<file path="src/rtl/mem_arb_pkg.sv">
// Shared types and helpers for the round-robin memory arbiter.
package mem_arb_pkg;

    typedef enum logic [1:0] {
        IDLE  = 2'd0,
        ISSUE = 2'd1,
        WAIT  = 2'd2,
        RESP  = 2'd3
    } state_t;

    // Index width that stays legal for a single requester.
    function automatic int unsigned idx_width(input int unsigned n);
        return (n > 1) ? $clog2(n) : 1;
    endfunction

endpackage

</file>
<file path="src/rtl/mem_arb_if.sv">
// Requester-side handshake bundle plus the single memory port of the arbiter.
interface mem_arb_if #(
    parameter int unsigned NUM_MASTERS = 2,
    parameter int unsigned ADDR_W      = 32,
    parameter int unsigned DATA_W      = 32
);
    localparam int unsigned BE_W = DATA_W / 8;

    logic [NUM_MASTERS-1:0]             req_valid;
    logic [NUM_MASTERS-1:0]             req_ready;
    logic [NUM_MASTERS-1:0][ADDR_W-1:0] req_addr;
    logic [NUM_MASTERS-1:0]             req_we;
    logic [NUM_MASTERS-1:0][DATA_W-1:0] req_wd;
    logic [NUM_MASTERS-1:0][BE_W-1:0]   req_be;
    logic [NUM_MASTERS-1:0]             rsp_valid;
    logic [DATA_W-1:0]                  rsp_rdata;

    logic                               mem_en;
    logic                               mem_we;
    logic [ADDR_W-1:0]                  mem_addr;
    logic [DATA_W-1:0]                  mem_wd;
    logic [BE_W-1:0]                    mem_be;
    logic [DATA_W-1:0]                  mem_rdata;

    modport slave (
        input  req_valid, req_addr, req_we, req_wd, req_be, mem_rdata,
        output req_ready, rsp_valid, rsp_rdata,
               mem_en, mem_we, mem_addr, mem_wd, mem_be
    );

    modport master (
        output req_valid, req_addr, req_we, req_wd, req_be, mem_rdata,
        input  req_ready, rsp_valid, rsp_rdata,
               mem_en, mem_we, mem_addr, mem_wd, mem_be
    );

endinterface

</file>
<file path="src/rtl/mem_arbiter_rr_arbiter.sv">
// Combinational round-robin picker: first valid index strictly after last_grant.
module rr_arbiter
    import mem_arb_pkg::*;
#(
    parameter int unsigned N = 2
) (
    input  logic [N-1:0]             valid,
    input  logic [idx_width(N)-1:0]  last_grant,
    input  logic                     en,
    output logic [N-1:0]             grant_c,
    output logic [idx_width(N)-1:0]  index_c
);
    localparam int unsigned IDX_W = idx_width(N);

    logic             found_c;
    logic [IDX_W-1:0] cand_c;

    // Walk N candidates starting one past the previous winner, wrapping.
    always_comb begin
        grant_c = '0;
        index_c = '0;
        found_c = 1'b0;
        cand_c  = '0;
        for (int unsigned k = 1; k <= N; k++) begin
            cand_c = IDX_W'((32'(last_grant) + k) % N);
            if (en && !found_c && valid[cand_c]) begin
                found_c         = 1'b1;
                grant_c[cand_c] = 1'b1;
                index_c         = cand_c;
            end
        end
    end

endmodule

</file>
<file path="src/rtl/mem_arbiter.sv">
// Serialises NUM_MASTERS valid/ready requesters onto one fixed-latency memory port,
// one transaction in flight, with a one-cycle response pulse back to the winner.
module mem_arbiter
    import mem_arb_pkg::*;
#(
    parameter int unsigned NUM_MASTERS = 2,
    parameter int unsigned ADDR_W      = 32,
    parameter int unsigned DATA_W      = 32,
    parameter int unsigned MEM_LATENCY = 1
) (
    input  logic     clk,
    input  logic     rst_n,
    mem_arb_if.slave bus
);
    localparam int unsigned BE_W  = DATA_W / 8;
    localparam int unsigned IDX_W = idx_width(NUM_MASTERS);
    localparam int unsigned CNT_W = $clog2(MEM_LATENCY + 1);

    typedef struct packed {
        logic [ADDR_W-1:0] addr;
        logic              we;
        logic [DATA_W-1:0] wd;
        logic [BE_W-1:0]   be;
    } req_t;

    state_t                 state, state_nxt;
    logic [IDX_W-1:0]       last_grant, last_grant_nxt;
    logic [IDX_W-1:0]       granted, granted_nxt;
    req_t                   req, req_nxt;
    logic [CNT_W-1:0]       cnt, cnt_nxt;
    logic [DATA_W-1:0]      rdata, rdata_nxt;
    logic [NUM_MASTERS-1:0] rsp_valid, rsp_valid_nxt;
    logic                   mem_en, mem_en_nxt;
    logic                   mem_we, mem_we_nxt;
    logic [BE_W-1:0]        mem_be, mem_be_nxt;

    logic [NUM_MASTERS-1:0] grant_c;
    logic [IDX_W-1:0]       win_c;

    rr_arbiter #(.N(NUM_MASTERS)) u_rr (
        .valid      (bus.req_valid),
        .last_grant (last_grant),
        .en         (state == IDLE),
        .grant_c    (grant_c),
        .index_c    (win_c)
    );

    always_ff @(posedge clk or negedge rst_n) begin
        if (!rst_n) begin
            state      <= IDLE;
            last_grant <= IDX_W'(NUM_MASTERS - 1);
            granted    <= '0;
            req        <= '0;
            cnt        <= '0;
            rdata      <= '0;
            rsp_valid  <= '0;
            mem_en     <= 1'b0;
            mem_we     <= 1'b0;
            mem_be     <= '0;
        end else begin
            state      <= state_nxt;
            last_grant <= last_grant_nxt;
            granted    <= granted_nxt;
            req        <= req_nxt;
            cnt        <= cnt_nxt;
            rdata      <= rdata_nxt;
            rsp_valid  <= rsp_valid_nxt;
            mem_en     <= mem_en_nxt;
            mem_we     <= mem_we_nxt;
            mem_be     <= mem_be_nxt;
        end
    end

    // Strobes are computed one cycle ahead so they are registered while in ISSUE.
    always_comb begin
        state_nxt      = state;
        last_grant_nxt = last_grant;
        granted_nxt    = granted;
        req_nxt        = req;
        cnt_nxt        = cnt;
        rdata_nxt      = rdata;
        rsp_valid_nxt  = '0;
        mem_en_nxt     = 1'b0;
        mem_we_nxt     = 1'b0;
        mem_be_nxt     = '0;
        unique case (state)
            IDLE: begin
                if (|grant_c) begin
                    state_nxt      = ISSUE;
                    granted_nxt    = win_c;
                    last_grant_nxt = win_c;
                    req_nxt.addr   = bus.req_addr[win_c];
                    req_nxt.we     = bus.req_we[win_c];
                    req_nxt.wd     = bus.req_wd[win_c];
                    req_nxt.be     = bus.req_be[win_c];
                    mem_en_nxt     = 1'b1;
                    mem_we_nxt     = bus.req_we[win_c];
                    mem_be_nxt     = bus.req_be[win_c];
                end
            end
            ISSUE: begin
                cnt_nxt   = CNT_W'(MEM_LATENCY);
                state_nxt = WAIT;
            end
            WAIT: begin
                cnt_nxt = cnt - CNT_W'(1);
                if (cnt == CNT_W'(1)) begin
                    rdata_nxt              = req.we ? '0 : bus.mem_rdata;
                    rsp_valid_nxt[granted] = 1'b1;
                    state_nxt              = RESP;
                end
            end
            RESP: begin
                state_nxt = IDLE;
            end
            default: begin
                state_nxt = IDLE;
            end
        endcase
    end

    assign bus.req_ready = grant_c;
    assign bus.rsp_valid = rsp_valid;
    assign bus.rsp_rdata = rdata;
    assign bus.mem_en    = mem_en;
    assign bus.mem_we    = mem_we;
    assign bus.mem_be    = mem_be;
    assign bus.mem_addr  = req.addr;
    assign bus.mem_wd    = req.wd;

endmodule

</file>
<file path="src/flat_wrapper.sv">
// flat-port wrapper written by rule: the top's interface ports become plain ports
module mem_arbiter_flat import mem_arb_pkg::*;
#(
    parameter int unsigned NUM_MASTERS = 2,
    parameter int unsigned ADDR_W      = 32,
    parameter int unsigned DATA_W      = 32,
    parameter int unsigned MEM_LATENCY = 1
)
  (clk, rst_n, bus_req_valid, bus_req_addr, bus_req_we, bus_req_wd, bus_req_be, bus_mem_rdata, bus_req_ready, bus_rsp_valid, bus_rsp_rdata, bus_mem_en, bus_mem_we, bus_mem_addr, bus_mem_wd, bus_mem_be);
  mem_arb_if #(.NUM_MASTERS(NUM_MASTERS), .ADDR_W(ADDR_W), .DATA_W(DATA_W)) bus_i ();
  input  logic clk;
  input  logic rst_n;
  input wire logic [$bits(bus_i.req_valid)-1:0] bus_req_valid;
  input wire logic [$bits(bus_i.req_addr)-1:0] bus_req_addr;
  input wire logic [$bits(bus_i.req_we)-1:0] bus_req_we;
  input wire logic [$bits(bus_i.req_wd)-1:0] bus_req_wd;
  input wire logic [$bits(bus_i.req_be)-1:0] bus_req_be;
  input wire logic [$bits(bus_i.mem_rdata)-1:0] bus_mem_rdata;
  output wire logic [$bits(bus_i.req_ready)-1:0] bus_req_ready;
  output wire logic [$bits(bus_i.rsp_valid)-1:0] bus_rsp_valid;
  output wire logic [$bits(bus_i.rsp_rdata)-1:0] bus_rsp_rdata;
  output wire logic [$bits(bus_i.mem_en)-1:0] bus_mem_en;
  output wire logic [$bits(bus_i.mem_we)-1:0] bus_mem_we;
  output wire logic [$bits(bus_i.mem_addr)-1:0] bus_mem_addr;
  output wire logic [$bits(bus_i.mem_wd)-1:0] bus_mem_wd;
  output wire logic [$bits(bus_i.mem_be)-1:0] bus_mem_be;
  assign bus_i.req_valid = bus_req_valid;
  assign bus_i.req_addr = bus_req_addr;
  assign bus_i.req_we = bus_req_we;
  assign bus_i.req_wd = bus_req_wd;
  assign bus_i.req_be = bus_req_be;
  assign bus_i.mem_rdata = bus_mem_rdata;
  assign bus_req_ready = bus_i.req_ready;
  assign bus_rsp_valid = bus_i.rsp_valid;
  assign bus_rsp_rdata = bus_i.rsp_rdata;
  assign bus_mem_en = bus_i.mem_en;
  assign bus_mem_we = bus_i.mem_we;
  assign bus_mem_addr = bus_i.mem_addr;
  assign bus_mem_wd = bus_i.mem_wd;
  assign bus_mem_be = bus_i.mem_be;
  mem_arbiter #(.NUM_MASTERS(NUM_MASTERS), .ADDR_W(ADDR_W), .DATA_W(DATA_W), .MEM_LATENCY(MEM_LATENCY)) u_core (.clk(clk), .rst_n(rst_n), .bus(bus_i));
endmodule
</file>
<file path="config.mk">
export PLATFORM = sky130hd
export DESIGN_NAME = mem_arbiter_flat
export DESIGN_NICKNAME = d
export VERILOG_FILES = /design/src/rtl/mem_arb_pkg.sv /design/src/rtl/mem_arb_if.sv /design/src/rtl/mem_arbiter_rr_arbiter.sv /design/src/rtl/mem_arbiter.sv /design/src/flat_wrapper.sv
export SDC_FILE = /design/constraint.sdc
export NUM_CORES = 1
export LEC_CHECK = 0
export ABC_AREA = 1
export CORE_ASPECT_RATIO = 0.9
export CORE_MARGIN = 2
export CORE_UTILIZATION = 40
export DETAILED_ROUTE_END_ITERATION = 8
export PLACE_DENSITY = 0.76
export SYNTH_ARGS = -nofsm -noshare
export SYNTH_HDL_FRONTEND = slang
export SYNTH_SLANG_ARGS = --single-unit
</file>
<file path="constraint.sdc">
create_clock -name clk -period 4.4 [get_ports clk]
set_input_delay 0.88 -clock clk [delete_from_list [all_inputs] [get_ports clk]]
set_output_delay 0.88 -clock clk [all_outputs]
set_load 0.02 [all_outputs]
</file>
==> qor.yml <==
hold_path.class: "reg -> reg"
power_mw: 5.53
io_buffers: 279
yosys_warnings: 0
die-area_mm2: 0.0160
relSlewSlack_pct: 21.7
routed_via_density: 4.56
synth_top_area_share_pct: 45.5
utilization_pct: 59.1
grt_max_degree: 73
drt_pass1_iterations: 5
synth_top_area_cell: "dfrtp_1"
synth_edf_count: 0
cts_tree: "built"
finalSetupViolCount: 0
skew_ns: 0.0135
ctsHoldBuffers: 0
synth_seq_area_share_pct: 45.9
power_density_mw_per_mm2: 639
syn_inst: 825
area_delta_synth_final_pct: 44.5
grt_overflow: 0
fmax_mhz: 298
dominantRegCellSynth: "dfrtp_1"
stdcell_area_mm2: 0.00866
ant_nets: 0
cts_root_buf: "clkbuf_16"
core_region_area_mm2: 0.0147
place_area_mm2: 0.00837
cts.sinks: 110
grt_pass1_vias: 5355
cts_setup_buffers: 0
clk_latency_ns: 0.35
numCtsBuffers: 9
start_util_pct: 40.9
fin_hold_ws_ns: 0.437
antennaDiodeCount: 0
worstPathMaxFanout: 9
avgSynthCellArea_um2: 7.27
antenna_found_initial: 0
synth_top_cells_by_count: "nand2_1, inv_1, nand3_1, dfrtp_1, buf_4"
drt-initial-drc-count: 288
cts.path.max_buffers: 2
period_needed_ns: 3.35
netlist_area_mm2: 0.00600
critPathKind: "in -> out"
ctsResizeCount: 0
worst_slew_pin_slew_ns: 1.17
ir_worst_vdd_mv: 0.340
synth.distinct_cells: 17
rows: 42
vias: 5550
maxCapViolCount: 0
wl_per_cell_um: 14.0
fin_crit_sh_pct: 76.2
syn-num-nets: 1001
drive_gt1_share_pct: 2.95
setup_tns_ns: 0
ys_ff_latch: 110
cp.arrival_ns: 2.47
synth_most_common_cell: "nand2_1"
crit_required_ns: 3.52
clkTransAtPathRegs_ns: 0.08
gr-usage-all-layers_pct: 21.8
htree_levels: 3
hold_viol: 0
finalNetCount: 1189
wirelength_um: 17100
async_flop_share_pct: 100
die_h_um: 120
grt_pass1_wl_um: 27700
io_pins: 280
dp.final_hpwl_um: 11900
gp_congestion: 0.787
end_kind: "primary output"
drc_errors: 0
drv_slew: 0
synth_area_leaders: "dfrtp_1, nand2_1, nand3_1"
rsz0062_at_grt: "false"
startpoint_type: "input port"
status: "finished clean"
die_w_um: 133
leakage_nw: 4.51
[power breakdown]
part | total, mW | leakage, nW | internal (mW) | switching (mW)
logic | 2.98 | 2.99 | 1.26 | 1.72
registers | 1.73 | 1.37 | 1.49 | 0.241
clock network | 0.822 | 0.140 | 0.445 | 0.377
total | 5.53 | 4.51 | 3.19 | 2.34
[registers in the layout, summed over array words and instances (netlist names)]
register              count
u_core.bus.mem_wd        32
u_core.bus.mem_we         1
u_core.bus.mem_be         4
u_core.bus.rsp_valid      2
u_core.bus.mem_addr      32
u_core.cnt                1
u_core.state              2
u_core.last_grant         1
u_core.req                1
u_core.bus.mem_en         1
u_core.granted            1
u_core.bus.rsp_rdata     32
[through the flow]
stage	std cells	worst slack [ns]
6_report	1216	1.05
5_1_grt	1216	0.967
4_1_cts	1216	1.03
3_5_place_dp	1200	1.03
3_3_place_gp	1200	1.04
2_1_floorplan	825	2.15
[critical path, cell delays in order]
cell and delay, ns:
clkdlybuf4s50_1 0.51, nand2_2 0.10, nor2_2 0.31, clkdlybuf4s50_1 0.67
[layout by cell type (no fill, tap or decap), types with 2 or more instances in the layout]
cell             count
a21oi_1              2
buf_4                7
clkbuf_1             2
clkbuf_16            9
clkdlybuf4s50_1    278
dfrtp_1            109
ha_1                 2
inv_1              142
inv_2                2
nand2_1            275
nand2_2              4
nand3_1            131
nor2_1              12
o21ai_0             35
[metal layers]
metal / routed length, µm / global-route usage [%] / vias to the layer above
met4: 330 / 6.85 / 0
li1: - / - / 2782
met1: 6990 / 27.1 / 2507
met2: 7820 / 34.7 / 238
met3: 1930 / 9.08 / 23
met5: 0 / 0 / -
[area by class of cell]
cell class                      count  area, µm²
Fill cell                        1342       6000
Tap cell                          198        248
Sequential cell                   110       2750
Multi-Input combinational cell    462       1970
Inverter                          144        541
Clock buffer                       11        233
Timing Repair Buffer              286       2860
Clock inverter                      5       60.1
[final timing paths]
| path | startpoint | endpoint | slack [ns] | cells after the start |
|---|---|---|---|---|
| setup / recovery | bus_req_valid[1] | bus_req_ready[1] | 1.05 | 4 |
| hold / removal | u_core.granted$_DFFE_PN0P_ | u_core.bus.rsp_valid[0]$_DFF_PN0_ | 0.44 | 1 |
| setup reg to reg | u_core.last_grant$_DFFE_PN1P_ | u_core.bus.mem_addr[10]$_DFFE_PN0P_ | 2.08 | 7 |
| min in group asynchronous | rst_n | u_core.bus.rsp_rdata[12]$_DFFE_PN0P_ | 0.55 | 1 |
| max in group asynchronous | rst_n | u_core.bus.mem_addr[13]$_DFFE_PN0P_ | 3.08 | 2 |
| hold reg to reg | u_core.granted$_DFFE_PN0P_ | u_core.bus.rsp_valid[0]$_DFF_PN0_ | 0.44 | 1 |
[logic make-up after synthesis]
group / count (synthesis) / synth area share (%)
fa+ha+maj: 2 / 0.417
flops: 110 / 45.9
simple gates: 423 / 29.4
compound gates: 37 / 3.09
buf+inv: 253 / 21.2
Power figures use the tool's default switching activity.
